## src/rtl/signed_restoring_divider_if.sv

```systemverilog
// rtl/signed_restoring_divider_if.sv - request/operand/result bundle for the signed restoring divider
interface signed_restoring_divider_if;
    logic       start;
    logic [9:0] data_in;
    logic       done;
    logic [9:0] quotient;
    logic [4:0] remainder;
    logic       div0;
    logic       ovf;

    modport master (
        output start,
        output data_in,
        input  done,
        input  quotient,
        input  remainder,
        input  div0,
        input  ovf
    );

    modport slave (
        input  start,
        input  data_in,
        output done,
        output quotient,
        output remainder,
        output div0,
        output ovf
    );
endinterface

```

## src/rtl/signed_restoring_divider.sv

```systemverilog
// rtl/signed_restoring_divider.sv - 10-bit by 5-bit signed restoring divider, fixed 14-cycle latency
module signed_restoring_divider (
    input  logic                        clk,
    input  logic                        rst,
    signed_restoring_divider_if.slave   bus
);
    localparam logic [2:0] IDLE   = 3'd0;
    localparam logic [2:0] LOAD_B = 3'd1;
    localparam logic [2:0] CHECK  = 3'd2;
    localparam logic [2:0] ITER   = 3'd3;
    localparam logic [2:0] FIX    = 3'd4;
    localparam logic [2:0] DONE   = 3'd5;

    logic [2:0] state;
    logic [2:0] state_nxt;

    logic ld_a;
    logic ld_b;
    logic ld_mag;
    logic do_iter;
    logic do_fix;
    logic set_div0;
    logic clr_flags;

    logic b_zero;
    logic a_neg;
    logic b_neg;
    logic borrow;
    logic cnt_last;
    logic ovf_case;

    logic [9:0] a_reg;
    logic [4:0] b_reg;
    logic [9:0] aq;
    logic [4:0] b_mag;
    logic [5:0] pr;
    logic [3:0] cnt;
    logic [9:0] q_reg;
    logic [4:0] r_reg;
    logic       div0_reg;
    logic       ovf_reg;

    logic [5:0] pr_shift;
    logic [6:0] diff;
    logic [9:0] q_fixed;
    logic [4:0] r_fixed;

    // ---------------- control path ----------------
    always_comb begin
        state_nxt = state;
        ld_a      = 1'b0;
        ld_b      = 1'b0;
        ld_mag    = 1'b0;
        do_iter   = 1'b0;
        do_fix    = 1'b0;
        set_div0  = 1'b0;
        clr_flags = 1'b0;
        case (state)
            IDLE: begin
                if (bus.start) begin
                    ld_a      = 1'b1;
                    clr_flags = 1'b1;
                    state_nxt = LOAD_B;
                end
            end
            LOAD_B: begin
                ld_b      = 1'b1;
                state_nxt = CHECK;
            end
            CHECK: begin
                if (b_zero) begin
                    set_div0  = 1'b1;
                    state_nxt = DONE;
                end else begin
                    ld_mag    = 1'b1;
                    state_nxt = ITER;
                end
            end
            ITER: begin
                do_iter = 1'b1;
                if (cnt_last) begin
                    state_nxt = FIX;
                end
            end
            FIX: begin
                do_fix    = 1'b1;
                state_nxt = DONE;
            end
            DONE: begin
                if (!bus.start) begin
                    state_nxt = IDLE;
                end
            end
            default: state_nxt = IDLE;
        endcase
    end

    always_ff @(posedge clk or posedge rst) begin
        if (rst) begin
            state <= IDLE;
        end else begin
            state <= state_nxt;
        end
    end

    // ---------------- datapath status ----------------
    assign b_zero   = (b_reg == 5'd0);
    assign a_neg    = a_reg[9];
    assign b_neg    = b_reg[4];
    assign cnt_last = (cnt == 4'd1);
    assign ovf_case = (a_reg == 10'h200) && (b_reg == 5'h1F);

    // Partial remainder stays below the divisor magnitude (<=16), so its top bit is free for the shift.
    assign pr_shift = {pr[4:0], aq[9]};
    assign diff     = {1'b0, pr_shift} - {2'b00, b_mag};
    assign borrow   = diff[6];

    // Quotient magnitude of 512 negates onto itself, which is exactly the -512/1 answer.
    assign q_fixed  = (a_neg ^ b_neg) ? (~aq + 10'd1) : aq;
    assign r_fixed  = a_neg ? (~pr[4:0] + 5'd1) : pr[4:0];

    // ---------------- datapath registers ----------------
    always_ff @(posedge clk or posedge rst) begin
        if (rst) begin
            a_reg <= 10'd0;
            b_reg <= 5'd0;
            aq    <= 10'd0;
            b_mag <= 5'd0;
            pr    <= 6'd0;
            cnt   <= 4'd0;
        end else begin
            if (ld_a) begin
                a_reg <= bus.data_in;
            end
            if (ld_b) begin
                b_reg <= bus.data_in[4:0];
            end
            if (ld_mag) begin
                aq    <= a_neg ? (~a_reg + 10'd1) : a_reg;
                b_mag <= b_neg ? (~b_reg + 5'd1) : b_reg;
                pr    <= 6'd0;
                cnt   <= 4'd10;
            end else if (do_iter) begin
                pr  <= borrow ? pr_shift : diff[5:0];
                aq  <= {aq[8:0], ~borrow};
                cnt <= cnt - 4'd1;
            end
        end
    end

    always_ff @(posedge clk or posedge rst) begin
        if (rst) begin
            q_reg    <= 10'd0;
            r_reg    <= 5'd0;
            div0_reg <= 1'b0;
            ovf_reg  <= 1'b0;
        end else begin
            if (clr_flags) begin
                div0_reg <= 1'b0;
                ovf_reg  <= 1'b0;
            end
            if (set_div0) begin
                q_reg    <= 10'd0;
                r_reg    <= 5'd0;
                div0_reg <= 1'b1;
                ovf_reg  <= 1'b0;
            end
            if (do_fix) begin
                if (ovf_case) begin
                    q_reg   <= 10'h200;
                    r_reg   <= 5'd0;
                    ovf_reg <= 1'b1;
                end else begin
                    q_reg   <= q_fixed;
                    r_reg   <= r_fixed;
                    ovf_reg <= 1'b0;
                end
            end
        end
    end

    assign bus.done      = (state == DONE);
    assign bus.quotient  = q_reg;
    assign bus.remainder = r_reg;
    assign bus.div0      = div0_reg;
    assign bus.ovf       = ovf_reg;
endmodule

```

## src/flat_wrapper.sv

```systemverilog
// flat-port wrapper written by rule: the top's interface ports become plain ports
module signed_restoring_divider_flat 
  (clk, rst, bus_start, bus_data_in, bus_done, bus_quotient, bus_remainder, bus_div0, bus_ovf);
  signed_restoring_divider_if bus_i ();
  input  logic clk;
  input  logic rst;
  input wire logic [$bits(bus_i.start)-1:0] bus_start;
  input wire logic [$bits(bus_i.data_in)-1:0] bus_data_in;
  output wire logic [$bits(bus_i.done)-1:0] bus_done;
  output wire logic [$bits(bus_i.quotient)-1:0] bus_quotient;
  output wire logic [$bits(bus_i.remainder)-1:0] bus_remainder;
  output wire logic [$bits(bus_i.div0)-1:0] bus_div0;
  output wire logic [$bits(bus_i.ovf)-1:0] bus_ovf;
  assign bus_i.start = bus_start;
  assign bus_i.data_in = bus_data_in;
  assign bus_done = bus_i.done;
  assign bus_quotient = bus_i.quotient;
  assign bus_remainder = bus_i.remainder;
  assign bus_div0 = bus_i.div0;
  assign bus_ovf = bus_i.ovf;
  signed_restoring_divider u_core (.clk(clk), .rst(rst), .bus(bus_i));
endmodule
```

## config.mk

```make
export PLATFORM = sky130hd
export DESIGN_NAME = signed_restoring_divider_flat
export DESIGN_NICKNAME = d
export VERILOG_FILES = /design/src/rtl/signed_restoring_divider_if.sv /design/src/rtl/signed_restoring_divider.sv /design/src/flat_wrapper.sv
export SDC_FILE = /design/constraint.sdc
export NUM_CORES = 1
export LEC_CHECK = 0
export CORE_MARGIN = 2
export CORE_UTILIZATION = 60
export DETAILED_ROUTE_END_ITERATION = 8
export PLACE_DENSITY = 0.94
export SLEW_MARGIN = 20
export SYNTH_ARGS = -nofsm -noshare
export SYNTH_HDL_FRONTEND = slang
export SYNTH_SLANG_ARGS = --single-unit
```

## constraint.sdc

```tcl
create_clock -name clk -period 4.9 [get_ports clk]
set_input_delay 0.98 -clock clk [delete_from_list [all_inputs] [get_ports clk]]
set_output_delay 0.98 -clock clk [all_outputs]
set_load 0.05 [all_outputs]
```

==> metrics.log <==
[metrics] post-route clock period utilization: 59.2%
[metrics] I/O Buffers: 30
[metrics] Root Buffer Master: sky130_fd_sc_hd__clkbuf_8
[metrics] gr ovfl total: 0
[metrics] Clock Sink Count: 59
[metrics] Ant. Diodes: 0
[metrics] final period demand of the worst path: 2.90 ns
[metrics] max-cap violation count: 0
[metrics] prevailing post-synth register cell: sky130_fd_sc_hd__dfrtp_1
[metrics] synthesized cell area: 3170 sq um
[metrics] data arrival time at the worst-slack endpoint: 1.92 ns
[metrics] relative slew slack: 49.6%
[metrics] most frequent cells in the layout: sky130_fd_sc_hd__dfrtp_1 (59), sky130_fd_sc_hd__o21ai_0 (45), sky130_fd_sc_hd__nand2_1 (40), sky130_fd_sc_hd__clkdlybuf4s50_1 (30), sky130_fd_sc_hd__nor2_1 (20)
[metrics] # resized after CTS: 0
[metrics] count of final max-slew check failures: 0
[metrics] DR pass1 iterations: 4
[metrics] hold buffer count at CTS: 0
[metrics] RSZ-0062 raised after global routing: false
[metrics] top-level I/O count: 31
[metrics] syn avg cell area: 9.66 sq um
[metrics] critical-path maximum fanout: 8
[metrics] initial core utilization: 62.1%
[metrics] width of the die: 76.7 microns
[metrics] DRC violation total after the first TritonRoute iteration: 126
[metrics] cell taking the most area after synthesis: sky130_fd_sc_hd__dfrtp_1
[metrics] DP HPWL: 4510 microns
[metrics] setup repair bufs after CTS: 0
[metrics] # DRC: 0
[metrics] Clock Skews: 0.00707 ns
[metrics] sequential element share of the synthesized area: 46.6%
[metrics] synthesis-to-layout area growth: 16.1%
[metrics] Die Height: 76.7 microns
[metrics] synthesized netlist net count: 354
[metrics] clock latency on the worst-skew pair: 0.34 ns
[metrics] via count of the first global-routing pass: 2449
[metrics] category of the worst setup path launch point: register
[metrics] average wire per cell in the routed design: 15.0 microns
[metrics] fraction of post-synthesis cell area in the top cell type by area: 46.6%
[metrics] clock tree from TritonCTS: built
[metrics] Total Die Area: 5880 sq um
[metrics] Core Area: 5110 sq um
[metrics] clock-pin slew of the registers on the worst-case setup and hold paths: 0.06 ns
[metrics] most frequent standard cell in the layout excluding fill and tap cells: sky130_fd_sc_hd__dfrtp_1
[metrics] transition time of the tightest slew-check pin: 0.753 ns
[metrics] total of flip-flops plus latches after synthesis: 59
[metrics] number of nets at the end of the flow: 381
[metrics] count of H-tree levels built during CTS: 3
[metrics] global-route wire length before repair: 11200 microns
[metrics] via count of the routed design: 2426
[metrics] status: finished clean
[metrics] via-per-instance ratio: 5.67
[metrics] endpoints failing setup: 0
[metrics] maximum number of pins on one net before global-route repair: 60
[metrics] Power Total: 0.00285 W
[metrics] gate count of the mapped netlist: 328
[metrics] setup ws final: 2.00 ns
[metrics] total wire length after detailed routing: 6420 microns
[metrics] top post-synthesis cells by area: sky130_fd_sc_hd__dfrtp_1 (47%), sky130_fd_sc_hd__o21ai_0 (7.1%), sky130_fd_sc_hd__ha_1 (4.7%), sky130_fd_sc_hd__nand2_1 (4.7%), sky130_fd_sc_hd__xnor2_1 (4.1%)
[metrics] DP Worst Slack: 2.25 ns
[metrics] final weighted congestion in routability-driven placement: 0.911
[metrics] Post-synth ARST share: 100%
[metrics] Hold Vio Cnt, Final: 0
[metrics] power per standard cell area: 774 nW/um^2
[metrics] remaining antenna violation count: 0
[metrics] Worst Hold Class: reg -> reg
[metrics] TritonCTS Buffers: 9
[metrics] crit end category: output pin
[metrics] clock buffer depth: 2
[metrics] Required @ worst endpoint: 3.92 ns
[metrics] CP Class: reg -> out
[metrics] static leakage power: 1.59 nW
[metrics] total track usage: 24.1%
[metrics] number of standard-cell rows in the floorplan: 26
[metrics] antenna violations before repair: 0
[metrics] EDFF count, synth: 0
[metrics] setup TNS: 0 ns
[metrics] proportion of layout cells with a drive suffix above 1: 9.78%
[metrics] count of cell types in the netlist: 45
[metrics] number of warnings printed during yosys synthesis: 0
[metrics] IR drop worst, VDD: 0.000482 V
[metrics] highest clock rate: 345 MHz
==> cells by family (layout without fill, tap and decap cells) <==
| logic type | count (synthesis) | after routing | synth area share [%] |
|---|---|---|---|
| AO/OA/AOI/OAI | 82 | 82 | 15.2 |
| buffers and inverters | 36 | 66 | 5.05 |
| AND/OR/NAND/NOR | 97 | 97 | 15.5 |
| flip-flops | 59 | 59 | 46.6 |
| XOR/XNOR | 27 | 27 | 7.46 |
| multiplexers | 14 | 14 | 4.86 |
| adder cells (fa/ha/maj) | 13 | 13 | 5.37 |
==> worst max-delay path, stage by stage, from the launching register on <==
cell and delay, ns:
sky130_fd_sc_hd__dfrtp_1 0.49, sky130_fd_sc_hd__inv_1 0.14, sky130_fd_sc_hd__and3_1 0.16, sky130_fd_sc_hd__clkdlybuf4s50_1 0.79
==> per-stage QoR <==
step	hold WS (ns)	instance area, sq um	cells	utilization, %
floorplan	0.456	3170	328	-
CTS	0.482	3680	428	72.0
global placement	0.460	3490	414	68.3
finish	0.473	3680	428	72.1
global route	0.519	3680	428	72.1
detailed placement	0.469	3500	414	68.4
==> synth_stat cells (all sizes together) (2+ instances only) <==
master / instances
nor4b: 2
nand3b: 3
o31ai: 6
mux2: 11
mux2i: 3
nor2b: 2
xnor2: 15
or3: 5
a22oi: 6
o221ai: 2
nand3: 5
buf: 10
clkbuf: 6
or4: 2
a21boi: 2
nand2b: 4
nand2: 40
dfrtp: 59
nor3b: 3
a21oi: 11
nor2: 21
xor2: 12
ha: 12
a31oi: 2
nor3: 4
o21ai: 46
a21o: 2
nor4: 2
inv: 20
==> final timing paths <==
path                                                      from                                  end  slack [ns]  cells after the start
max in group asynchronous                                  rst  u_core.bus.remainder[3]$_DFFE_PP0P_        3.27                      3
min reg2reg                u_core.bus.remainder[1]$_DFFE_PP0P_  u_core.bus.remainder[1]$_DFFE_PP0P_        0.47                      2
min in group asynchronous                                  rst             u_core.aq[8]$_DFFE_PP0P_        1.17                      3
max                                u_core.state[1]$_DFFE_PP0P_                             bus_done        2.00                      3
max reg2reg                           u_core.aq[9]$_DFFE_PP0P_             u_core.pr[4]$_DFFE_PP0P_        2.69                      8
min                        u_core.bus.remainder[1]$_DFFE_PP0P_  u_core.bus.remainder[1]$_DFFE_PP0P_        0.47                      2
==> final cells by class <==
cell class,instances,area (sq um)
well taps,70,87.6
repair buffers,32,315
clock inverters,3,40.0
flip-flops and latches,59,1480
multi-input cells,233,1550
fillers,398,1430
clock buffers,11,141
inverters,20,75.1
==> metal layers <==
metal,share of wire [%],vias to the layer above,track usage [%]
met2,48,67,39.1
li1,-,1193,-
met1,42,1148,30.5
met5,0,-,0
met4,2.8,0,11.3
met3,6.3,18,6.00
==> where the power goes <==
group	switching [W]	internal (W)
logic	0.000841	0.000613
clock network	0.000177	0.000241
registers	0.000271	0.000707
total	0.00129	0.00156
Power figures use the tool's default switching activity.
